## config.mk

```make
export PLATFORM = sky130hd
export DESIGN_NAME = wb_commit_unit
export DESIGN_NICKNAME = d
export VERILOG_FILES = /design/src/rtl/wb_commit_unit.sv
export SDC_FILE = /design/constraint.sdc
export NUM_CORES = 1
export LEC_CHECK = 0
export CAP_MARGIN = 10
export CORE_MARGIN = 4
export CORE_UTILIZATION = 39
export CTS_CLUSTER_DIAMETER = 80
export CTS_CLUSTER_SIZE = 14
export DETAILED_ROUTE_END_ITERATION = 10
export GPL_ROUTABILITY_DRIVEN = 1
export GPL_TIMING_DRIVEN = 0
export MAX_ROUTING_LAYER = met4
export PLACE_DENSITY = 0.87
export SYNTH_ARGS = -nofsm -noshare
export SYNTH_HDL_FRONTEND = slang
export SYNTH_SLANG_ARGS = --single-unit
```

## constraint.sdc

```tcl
create_clock -name clk -period 2.4 [get_ports clk]
set_clock_uncertainty 0.05 [all_clocks]
set_input_delay 0.48 -clock clk [delete_from_list [all_inputs] [get_ports clk]]
set_output_delay 0.48 -clock clk [all_outputs]
set_load 0.1 [all_outputs]
```

## src/rtl/wb_commit_unit.sv

```systemverilog
// wb_commit_unit: registered write-back / commit stage between the memory
// stage and the register file. Accepts one instruction per cycle, waits for
// late load data when needed, aligns/extends it and writes the register file
// one cycle later. Single retirement point of the pipeline.
// Optional feature: define WB_RETIRE_CNT_EN to build the 64-bit retire counter;
// otherwise retire_cnt is tied to 0.
//
// state     | meaning
// IDLE      | ready to accept; non-load accepts commit on the next edge
// WAIT_LOAD | load accepted, waiting for ld_valid; commits on the next edge
module wb_commit_unit #(
  parameter int XLEN    = 32,
  parameter int RADDR_W = 5,
  parameter int OFF_W   = $clog2(XLEN/8)
) (
  input  logic               clk,
  input  logic               rst,
  input  logic               in_valid,
  output logic               in_ready,
  input  logic [1:0]         wb_sel,
  input  logic [XLEN-1:0]    alu_result,
  input  logic [XLEN-1:0]    pc_plus4,
  input  logic [XLEN-1:0]    imm_u,
  input  logic [2:0]         funct3,
  input  logic [OFF_W-1:0]   addr_lo,
  input  logic [RADDR_W-1:0] rd,
  input  logic               reg_write,
  input  logic               ld_valid,
  input  logic [XLEN-1:0]    ld_data,
  output logic               rf_we,
  output logic [RADDR_W-1:0] rf_waddr,
  output logic [XLEN-1:0]    rf_wdata,
  output logic               retire,
  output logic [63:0]        retire_cnt
);

  typedef enum logic {IDLE = 1'b0, WAIT_LOAD = 1'b1} state_t;

  state_t             state;
  logic [RADDR_W-1:0] rd_q;
  logic               reg_write_q;
  logic [2:0]         funct3_q;
  logic [OFF_W-1:0]   addr_lo_q;

  logic [XLEN-1:0]    shifted;
  logic [XLEN-1:0]    ld_aligned;
  logic [XLEN-1:0]    nonload_val;
  logic               accept;

  // Reset wins over any handshake in the same cycle.
  assign in_ready = (state == IDLE) && !rst;
  assign accept   = in_valid && in_ready;

  // Non-load result select at accept time.
  always_comb begin
    nonload_val = alu_result;
    case (wb_sel)
      2'b10:   nonload_val = pc_plus4;
      2'b11:   nonload_val = imm_u;
      default: nonload_val = alu_result;
    endcase
  end

  // Load alignment and sign/zero extension using the latched size and offset.
  // Misaligned offsets are not trapped; whatever shifts down is used.
  always_comb begin
    shifted    = ld_data >> {addr_lo_q, 3'b000};
    ld_aligned = XLEN'($signed(shifted[31:0]));
    case (funct3_q)
      3'b000: ld_aligned = XLEN'($signed(shifted[7:0]));
      3'b001: ld_aligned = XLEN'($signed(shifted[15:0]));
      3'b100: ld_aligned = XLEN'(shifted[7:0]);
      3'b101: ld_aligned = XLEN'(shifted[15:0]);
      3'b010: ld_aligned = XLEN'($signed(shifted[31:0]));
      3'b110: ld_aligned = (XLEN == 64) ? XLEN'(shifted[31:0])
                                        : XLEN'($signed(shifted[31:0]));
      default: ld_aligned = (XLEN == 64) ? shifted
                                         : XLEN'($signed(shifted[31:0]));
    endcase
  end

  // Commit FSM with registered register-file port and retire pulse.
  always_ff @(posedge clk) begin
    if (rst) begin
      state       <= IDLE;
      rd_q        <= '0;
      reg_write_q <= 1'b0;
      funct3_q    <= '0;
      addr_lo_q   <= '0;
      rf_we       <= 1'b0;
      rf_waddr    <= '0;
      rf_wdata    <= '0;
      retire      <= 1'b0;
    end else begin
      rf_we  <= 1'b0;
      retire <= 1'b0;
      case (state)
        IDLE: begin
          if (accept) begin
            rd_q        <= rd;
            reg_write_q <= reg_write;
            funct3_q    <= funct3;
            addr_lo_q   <= addr_lo;
            if (wb_sel == 2'b01) begin
              state <= WAIT_LOAD;
            end else begin
              retire <= 1'b1;
              if (reg_write && (rd != '0)) begin
                rf_we    <= 1'b1;
                rf_waddr <= rd;
                rf_wdata <= nonload_val;
              end
            end
          end
        end
        WAIT_LOAD: begin
          if (ld_valid) begin
            state  <= IDLE;
            retire <= 1'b1;
            if (reg_write_q && (rd_q != '0)) begin
              rf_we    <= 1'b1;
              rf_waddr <= rd_q;
              rf_wdata <= ld_aligned;
            end
          end
        end
        default: state <= IDLE;
      endcase
    end
  end

`ifdef WB_RETIRE_CNT_EN
  logic [63:0] cnt_q;

  // Count every retirement, including discarded x0 / no-write commits.
  always_ff @(posedge clk) begin
    if (rst) cnt_q <= '0;
    else if (retire) cnt_q <= cnt_q + 64'd1;
  end

  assign retire_cnt = cnt_q;
`else
  assign retire_cnt = '0;
`endif

endmodule

```

# After elaboration in Yosys (flattened, before gate mapping)
# Cells that the tools add are included.
totals:
  inputBits: 145
  elab_cells: 60
  register_bits: 51
  out_inout_bits: 104
op_classes:
  mux: 28
  n_reduce_logical: 10
  bitwise_logic: 1
  shift: 1
  eq_ne: 11
ops:
  columns: ["cell", "n"]
  rows:
  - ["32-bit two-way mux", 5]
  - ["32-bit one-hot mux with 2 select lines", 2]
  - ["32-bit one-hot mux with 4 select lines", 1]
  - ["32-bit by 5-bit right shift with 32-bit output", 1]
  - ["5-bit two-way mux", 5]
  - ["1-bit two-way mux", 11]
  - ["5-bit one-hot mux with 2 select lines", 1]
  - ["5-bit nonzero test", 2]
  - ["3-bit equality test (second input constant)", 2]
  - ["2-bit != test (second input constant)", 3]
  - ["1-bit one-hot mux with 2 select lines", 3]
  - ["5-bit AND reduction", 1]
  - ["2-bit equality test (second input constant)", 2]
  - ["1-bit logical AND", 4]
  - ["2-bit by 1-bit != test with 1-bit output (second input constant)", 2]
  - ["3-bit by 1-bit equality test with 1-bit output (second input constant)", 1]
  - ["3-bit zero test", 1]
  - ["2-bit by 1-bit equality test with 1-bit output (second input constant)", 1]
  - ["2-bit AND reduction", 1]
  - ["1-bit zero test", 1]
  - ["1-bit inverter", 1]

# Depth between registers and ports, before layout
# Gate-level depths: netlist of run 1.
depth:
  depth_word: 6
  ltp_mapped: 8
  depth_no_buf: 5

# Worst setup path after synthesis of run 1
# Ideal clock, no wire load.
synth_path:
  path_type: "in2reg"
  startpoint: "input rst"
  endpoint: "register rf_wdata[5]"
  path_slack_ns: -0.624
  setup_time_ns: 0.137
  t_arrival_ns: 2.837
  path_buffers: 2
  t_required_ns: 2.213
  cell_stages: 7
  path_cell_list: "nor2_1 nand4_1 o22a_1 buf_6 buf_12 a211oi_1 nor3_2"
synth_between:
  elab_chain_cells: 5
synth_lines:
  columns: ["item", "line", "text"]
  rows:
  - ["from (decl)", "17", "input logic rst,"]
  - ["1-bit zero test", "51", "assign in_ready = (state == IDLE) && !rst;"]
  - ["1-bit logical AND", "51", null]
  - ["1-bit logical AND", "52", "assign accept = in_valid && in_ready;"]
  - ["2-bit != test (no source line)", null, null]
  - ["5-bit AND reduction (no source line)", null, null]
  - ["to (signal assigned)", "111", "rf_wdata <= nonload_val;"]
  - ["to (signal assigned)", "123", "rf_wdata <= ld_aligned;"]
  - ["to (decl)", "32", "output logic [XLEN-1:0] rf_wdata,"]
# Parallel ways exist; a longest one is shown, timed or not.
# A chain may end at the register's enable or synchronous reset.

# Worst setup path after layout of run 1
layout_path:
  startpoint: "register rf_wdata[28]"
  endpoint: "output rf_wdata[28]"
# No word-level cell between the ends.

==> flow_metrics.env, run 1 <==
export IMPL_power_share_clock=0.173
export IMPL_finalCriticalPeriod_ns=2.37
export IMPL_fp_dieH_um=110
export IMPL_postRouteAntennaNets=0
export IMPL_relSlewSlack=0.324
export IMPL_min_from="rf_wdata[19]"
export IMPL_cp_start_kind="register"
export IMPL_yosysWarnings=0
export IMPL_cp_end_kind="output pin"
export IMPL_grt_max_degree=16
export IMPL_routabilityCongestion=1.04
export IMPL_power_w=0.00297
export IMPL_power_density_nw_per_um2=465
export IMPL_drc=0
export IMPL_syn_area_sq_um=4050
export IMPL_crit_type="register to output pin"
export IMPL_min_path_cells=2
export IMPL_cts_hold_buf=0
export IMPL_synth_edf_count=0
export IMPL_cp_top_family="buffers and inverters"
export IMPL_finalSetupViolCount=0
export IMPL_cts_htree_levels=2
export IMPL_grt_ovfl_total=0
export IMPL_min_to="rf_wdata[19]"
export IMPL_required_ns=1.87
export IMPL_hold_viol_final=0
export IMPL_worst_slack_ns=0.0286
export IMPL_cp_slowest_stage_delay_ns=1.16
export IMPL_pin_count=249
export IMPL_fin_nets=902
export IMPL_max_freq_ghz=0.422
export IMPL_path_cells="clkdlybuf4s50_1"
export IMPL_pre_cts_slack_ns=-0.496
export IMPL_ir_drop_uv=336
export IMPL_hp_class="register to register"
export IMPL_first_iter_violations=166
export IMPL_drv_cap=0
export IMPL_clk_path_buf_depth=2
export IMPL_wl_um=15900
export IMPL_ff2ff_path_depth=6
export IMPL_async_reset_ff_frac=0
export IMPL_r2r_end="rf_wdata[6]"
export IMPL_dr_pass1_iters=4
export IMPL_synthCells=504
export IMPL_rsz0062_at_grt="no"
export IMPL_drive_gt1_frac=0.182
export IMPL_finalMaxSlewViolations=0
export IMPL_core_area_sq_um=9950
export IMPL_dieWidth_um=110
export IMPL_port_buffers=183
export IMPL_track_usage=0.252
export IMPL_crit_buf_inv=1
export IMPL_r2r_start="addr_lo_q[0]"
export IMPL_clock_sinks=51
export IMPL_path_clk_slew_ns=0.10
export IMPL_start_util=0.407
export IMPL_hpwl_um=12900
export IMPL_cts_root_buf="clkbuf_8"
export IMPL_wl_per_cell_um=17.8
export IMPL_areaGrowthSynthToFinish_pct=57.8
export IMPL_die_area_sq_um=12100
export IMPL_switching_share=0.461
export IMPL_yosys_most_used_dff="dfxtp_1"
export IMPL_cts_tree="done"
export IMPL_finalNonFillerCells=891
export IMPL_placedCellCount=883
export IMPL_clk_latency_ns=0.31
export IMPL_ys_types=43
export IMPL_grt_pass1_vias=4433
export IMPL_internal_power_w=0.00160
export IMPL_max_slew_worst_pin_slew_ns=1.01
export IMPL_p_leak_nw=2.66
export IMPL_critPathMaxFanout=2
export IMPL_n_antenna_cell=0
export IMPL_cts_buffers=5
export IMPL_antenna_found_initial=0
export IMPL_synth_avg_cell_area_sq_um=8.04
export IMPL_power_frac_comb=0.518
export IMPL_synth_seq_cells=51
export IMPL_switching_power_w=0.00137
export IMPL_grt_first_pass_wirelength_um=22900
export IMPL_power_frac_seq=0.309
export IMPL_cp_arrival_ns=1.84
export IMPL_vias=4465
export IMPL_run_status="completed"
export IMPL_seq_area_frac_synth=0.252
export IMPL_period_share=0.988
export IMPL_row_count=36
export IMPL_crit_slowest_cell="clkdlybuf4s50_1"
export IMPL_vias_per_cell=5.01
export IMPL_r2r_slack_ns=0.33
export IMPL_postCtsSetupRepairBufs=0
area by class of cell:
class                   count  area (sq um)
plain buffers             106           718
inverters                   1          3.75
fillers                   882          3560
well taps                 133           166
clock inverters             2          12.5
repair buffers            183          1850
clock buffers               6          72.6
multi-input cells         409          2560
flip-flops and latches     51          1020
registers in the layout, summed over array words and instances (netlist names):
name	cells
rf_we	1
rf_waddr	5
rd_q	5
state	1
funct3_q	3
reg_write_q	1
rf_wdata	32
retire	1
addr_lo_q	2
tightest hold or removal path, cell delays in order, from the launching register on:
cell     delay (ns)
dfxtp_1        0.33
nand2_2        0.06
a21oi_2        0.04
how the worst max path moves through the flow:
stage	start	slack, ns	cells past startpoint	endpoint
final	rf_wdata[28]	0.03	1	rf_wdata[28]
after global routing	rf_wdata[30]	0.003	1	rf_wdata[30]
after CTS	rf_wdata[29]	0.02	1	rf_wdata[29]
after detailed placement	rst	-0.50	3	in_ready
after global placement	rst	-0.51	3	in_ready
after floorplan	rst	0.31	7	rf_wdata[5]
logic make-up (layout without fill, tap and decap cells):
family | count (synthesis) | in the layout | synth area share
buffers and inverters | 107 | 298 | 0.177
muxes | 55 | 55 | 0.136
and+or+nand+nor | 156 | 156 | 0.185
AOI/OAI and AO/OA | 134 | 134 | 0.249
DFF | 51 | 51 | 0.252
other | 1 | 64 | 0.000925
placed cells by master, fill, tap and decap left out, types with 9 or more instances in the layout:
| cell | n |
|---|---|
| mux2i_1 | 55 |
| o221ai_1 | 15 |
| buf_2 | 12 |
| clkdlybuf4s50_1 | 177 |
| o21ai_0 | 12 |
| buf_4 | 65 |
| a21oi_2 | 16 |
| nor2_1 | 70 |
| conb_1 | 64 |
| dfxtp_1 | 51 |
| nor2b_1 | 9 |
| nand2_1 | 28 |
| nand2b_1 | 12 |
| clkbuf_1 | 18 |
| a21oi_1 | 31 |
| a211oi_1 | 25 |
metrics by stage:
step                      setup TNS, ns  utilization  area [sq um]  hold WS [ns]
final                                 0        0.643          6400         0.415
after global routing                  0        0.643          6400         0.429
after CTS                             0        0.641          6380         0.419
after detailed placement          -4.80        0.632          6300         0.404
after global placement            -4.08        0.632          6300         0.399
after floorplan                       0            -          4300         0.399
synth_stat cells (3+ instances only):
cell type  count  share of area
a211oi_1      25          0.046
a211oi_2       5          0.015
a21o_1         7          0.013
a21oi_1       31          0.038
a21oi_2       16          0.035
a311oi_1       3         0.0065
a311oi_2       4          0.015
and2_1         8          0.012
buf_1          3         0.0028
buf_2         12          0.015
buf_4         65           0.12
buf_6          4          0.011
clkbuf_1      20          0.019
dfxtp_1       51           0.25
mux2i_1       55           0.14
nand2_1       28          0.026
nand2_2        8          0.012
nand2b_1      12          0.019
nor2_1        71          0.066
nor2b_1        9          0.014
nor3_1         6         0.0074
nor3_2         3         0.0074
o211ai_1       8          0.015
o21ai_0       12          0.015
o221ai_1      15          0.032
power by group through the flow:
stage,Sequential (W),Combinational (W),Clock (W)
finish,0.000919,0.00154,0.000513
global route,0.000925,0.00161,0.000555
CTS,0.000919,0.00153,0.000524
detailed placement,0.000938,0.00152,0
global placement,0.000937,0.00151,0
floorplan,0.00115,0.000889,0
layer usage:
layer	vias up	track usage	wire length, um
li1	2163	-	-
met5	-	-	0
met1	2085	0.306	6320
met2	197	0.437	8000
met3	20	0.0487	1360
met4	0	0.0490	214
what timing repair did:
action / 4_1_cts / 5_1_grt
endpoints found under the hold margin: 0 / 0
endpoints found under the setup margin: 1 / 9
pin swaps: 0 / 0
gates resized for setup: 3 / 11
Note: power is estimated with default switching activity, not from simulation.
==> inputs of run 2 (changes only) <==
--- a/config.mk
+++ b/config.mk
@@ -18,3 +18,4 @@
 export SYNTH_ARGS = -nofsm -noshare
 export SYNTH_HDL_FRONTEND = slang
 export SYNTH_SLANG_ARGS = --single-unit
+export TNS_END_PERCENT = 1
==> flow_metrics.env, run 2 (same netlist as run 1, synthesis figures left out) <==
export IMPL_run_status="completed"
export IMPL_hold_viol_final=0
export IMPL_ir_drop_uv=337
export IMPL_pin_count=249
export IMPL_crit_slowest_cell="clkdlybuf4s50_1"
export IMPL_path_clk_slew_ns=0.10
export IMPL_cp_start_kind="register"
export IMPL_grt_ovfl_total=0
export IMPL_areaGrowthSynthToFinish_pct=57.8
export IMPL_drv_cap=0
export IMPL_fin_util=0.643
export IMPL_vias_per_cell=4.99
export IMPL_die_area_sq_um=12100
export IMPL_start_util=0.407
export IMPL_period_share=0.988
export IMPL_vias=4448
export IMPL_port_buffers=183
export IMPL_dieWidth_um=110
export IMPL_finalSetupViolCount=0
export IMPL_finalSetupTns_ns=0
export IMPL_core_area_sq_um=9950
export IMPL_crit_type="register to output pin"
export IMPL_crit_buf_inv=1
export IMPL_final_common_cell="clkdlybuf4s50_1"
export IMPL_p_leak_nw=2.65
export IMPL_finalMaxSlewViolations=0
export IMPL_fp_dieH_um=110
export IMPL_reg_top3="rf_wdata (32), rd_q (5), rf_waddr (5)"
export IMPL_top_register="rf_wdata"
export IMPL_max_freq_ghz=0.422
export IMPL_postCtsSetupRepairBufs=0
export IMPL_cts_buffers=5
export IMPL_hp_class="register to register"
export IMPL_path_cells="clkdlybuf4s50_1"
export IMPL_n_antenna_cell=0
export IMPL_required_ns=1.87
export IMPL_hold_slack_ns=0.415
export IMPL_cts_tree="done"
export IMPL_cp_end_kind="output pin"
export IMPL_cts_root_buf="clkbuf_8"
export IMPL_cp_top_family="buffers and inverters"
export IMPL_dr_pass1_iters=4
export IMPL_clk_latency_ns=0.31
export IMPL_drc=0
export IMPL_track_usage=0.252
export IMPL_postRouteAntennaNets=0
export IMPL_fin_nets=902
export IMPL_grt_first_pass_wirelength_um=22900
export IMPL_relSlewSlack=0.324
export IMPL_placed_area_sq_um=6300
export IMPL_final_cell_mix="clkdlybuf4s50_1 (177), nor2_1 (70), buf_4 (65)"
export IMPL_cp_slowest_stage_delay_ns=1.16
export IMPL_wl_um=15900
export IMPL_row_count=36
export IMPL_rsz0062_at_grt="yes"
export IMPL_critPathMaxFanout=2
export IMPL_cts_htree_levels=2
export IMPL_routabilityCongestion=1.04
export IMPL_finalCriticalPeriod_ns=2.37
export IMPL_hpwl_um=12900
export IMPL_first_iter_violations=182
export IMPL_largest_reg_flops=32
export IMPL_max_slew_worst_pin_slew_ns=1.01
export IMPL_grt_max_degree=16
export IMPL_clock_sinks=51
export IMPL_wl_per_cell_um=17.9
export IMPL_final_area_sq_um=6400
export IMPL_power_density_nw_per_um2=465
export IMPL_clk_path_buf_depth=2
export IMPL_antenna_found_initial=0
export IMPL_grt_pass1_vias=4433
export IMPL_power_w=0.00298
export IMPL_cts_hold_buf=0
export IMPL_cp_arrival_ns=1.84
export IMPL_drive_gt1_frac=0.179
[run 2: changes by cell type in the layout (fill, tap and decap cells not counted)]
cell	before	now
clkbuf_1	18	20
clkbuf_2	3	1
[run 2: final cells by class]
type / count / area [sq um]
fillers: 884 / 3560
multi-input cells: 409 / 2560
repair buffers: 183 / 1850
flip-flops and latches: 51 / 1020
plain buffers: 106 / 716
well taps: 133 / 166
clock buffers: 6 / 72.6
clock inverters: 2 / 12.5
inverters: 1 / 3.75
[run 2: final timing paths]
kind | startpoint | to | slack [ns] | cells after the start
setup / recovery | rf_wdata[28] | rf_wdata[28] | 0.03 | 1
hold / removal | rf_wdata[19] | rf_wdata[19] | 0.42 | 2
setup reg to reg | addr_lo_q[0] | rf_wdata[6] | 0.33 | 6
hold reg to reg | rf_wdata[19] | rf_wdata[19] | 0.42 | 2
[run 2: repair_timing]
action,CTS,global route
resized for setup,3,7
endpoints found under the setup margin,1,9
gates cloned,0,0
[run 2: where the power goes]
part | switching [W] | total [W] | internal, W
Sequential | 0.0000287 | 0.000919 | 0.000890
Combinational | 0.00104 | 0.00154 | 0.000506
Clock | 0.000310 | 0.000515 | 0.000205
Total | 0.00137 | 0.00298 | 0.00160
[run 2: stage by stage]
step	setup WS [ns]	instances
global route	-0.0726	891
detailed placement	-0.496	883
finish	0.0276	891
floorplan	0.313	567
global placement	-0.508	883
CTS	0.0245	891
[run 2: layer usage]
layer  global-route usage  up-vias  share of wire
li1                     -     2162              -
met4               0.0490        0          0.013
met5                    -        -              0
met1                0.306     2061           0.40
met2                0.437      207           0.50
met3               0.0487       18          0.089
[run 2: worst min-delay path, stage by stage, from the launching register on]
cell and delay, ns:
dfxtp_1 0.33, nand2_2 0.06, a21oi_2 0.04
==> RTL edit: new RTL, flow settings as in run 1 <==
Build with the macro `WB_RETIRE_CNT_EN` defined.
--- a/src/rtl/wb_commit_unit.sv
+++ b/src/rtl/wb_commit_unit.sv
@@ -8,6 +8,8 @@
 // state     | meaning
 // IDLE      | ready to accept; non-load accepts commit on the next edge
 // WAIT_LOAD | load accepted, waiting for ld_valid; commits on the next edge
+`define WB_RETIRE_CNT_EN
+
 module wb_commit_unit #(
   parameter int XLEN    = 32,
   parameter int RADDR_W = 5,
Check against the original RTL: not equivalent (Yosys sat finds a counterexample within 4 cycles, from zero or initial values and one cycle with rst high).
==> RTL edit against run 1 <==
The run now ends with negative setup slack left; power grew 79%; wire length grew 60%; sequential cell count grew 64; cell count grew 50%; area after synthesis grew 58%; worst setup slack lost 70 ps; cell area grew 59%; worst hold slack lost 16 ps; critical endpoint is now retire_cnt[60]$_SDFFE_PP0P_; largest power group is now the clock network.
==> RTL edit: results (changes against run 1) <==
Hold Path Origin=rf_wdata[18]$_SDFFE_PP0P_; top post-synthesis cells by count=121 x nor2_1, 115 x dfxtp_1, 78 x a21oi_1; Post-CTS Setup Bufs=15 (+15); number of global-route vias before repair=7041 (+59%); CTS H-tree depth=4 (+2); GR Util All Layers=26.93% (+1.7 points); setup TNS=-42.83 ps (-42.83 ps); Flop pwr share=36.6% (+5.7 points); via-per-instance ratio=5.599 (+12%); worst path arrival time=2730 ps (+890 ps); Max VDD drop=0.5512 mV (+64%); share of layout cells above drive strength 1=14.43% (-3.8 points); switching share of total power=28.43% (-18 points); placed insts=1284 (+45%); clock-pin slew on the worst setup and hold paths=50 ps (-50 ps); number of endpoints failing setup at the final stage=2 (+2); max reg flops=64 (+100%); failing checks=negative setup slack; most area-consuming cells after synthesis=dfxtp_1 36%, mux2i_1 8.4%, nor2_1 7.1%; worst reg2reg path depth=5 (-1); Leak=4.041 nW (+52%); Min Hold Slack=399.8 ps (-15.59 ps); CP max stage delay=590 ps (-570 ps); input/output buffers=247 (+35%); FILL cells=1394 (+58%); Worst R2R Start=retire_cnt[21]$_SDFFE_PP0P_; drt total wl=25380 um (+60%); Initial DRC Count=479 (+190%); CP Class=flip-flop to flip-flop; CTS root buf=clkbuf_16; Comb. pwr=1.03 mW (-33%); combinational share of power=19.3% (-33 points); Max Fanout on Critical Path=8 (+6); PnR worst setup slack=-41.28 ps (-69.87 ps); run status=complete, but fails checks; sequential area share after synthesis=35.83% (+11 points); post-cts resize count=144 (+141); TritonRoute pass-1 iters=5 (+1); via count=7497 (+68%); Setup WS pre-CTS=-1600 ps (-1104 ps); FF-to-FF End=retire_cnt[60]$_SDFFE_PP0P_; Slowest cell on crit path=or4_4; Post-DP Area=9355 um2 (+49%); Top delay family on crit path=simple AND/OR/NAND/NOR gates; max_slew headroom=30.61% (-1.8 points); Mapped Cells=821 (+63%); Register Area=2462 um2 (+140%); Clock Latency Late Sink=410 ps (+100 ps)
-- RTL edit: layout make-up --
class	instances	area share, %
Buffer	58	2.714
Timing Repair Buffer	277	25.41
Tap cell	216	2.664
Clock inverter	6	0.5427
Sequential cell	115	24.28
Multi-Input combinational cell	621	38.83
Inverter	21	0.7771
Clock buffer	25	4.786
-- RTL edit: kinds of logic after synthesis --
family	share of synthesized area [%]
muxes	9.289
buffers and inverters	5.024
DFF	35.83
AOI/OAI and AO/OA	17.35
and+or+nand+nor	26.85
adders and majority gates	0.1947
xor gates and xnor gates	5.453
-- RTL edit: worst register-to-register path, stage by stage (launching register included) --
cell and delay [ps]:
dfxtp_4 370, nand4_1 120, or4_4 590, or4_4 600, or4_4 530, a21oi_2 110
-- RTL edit: routing by layer --
layer | vias up | routed length, um | GRT usage (%)
met3 | 69 | 1693 | 4.811
met2 | 343 | 12150 | 42.65
met1 | 3523 | 10710 | 34.75
li1 | 3562 | - | -
met5 | - | 0 | -
met4 | 0 | 832 | 9.183
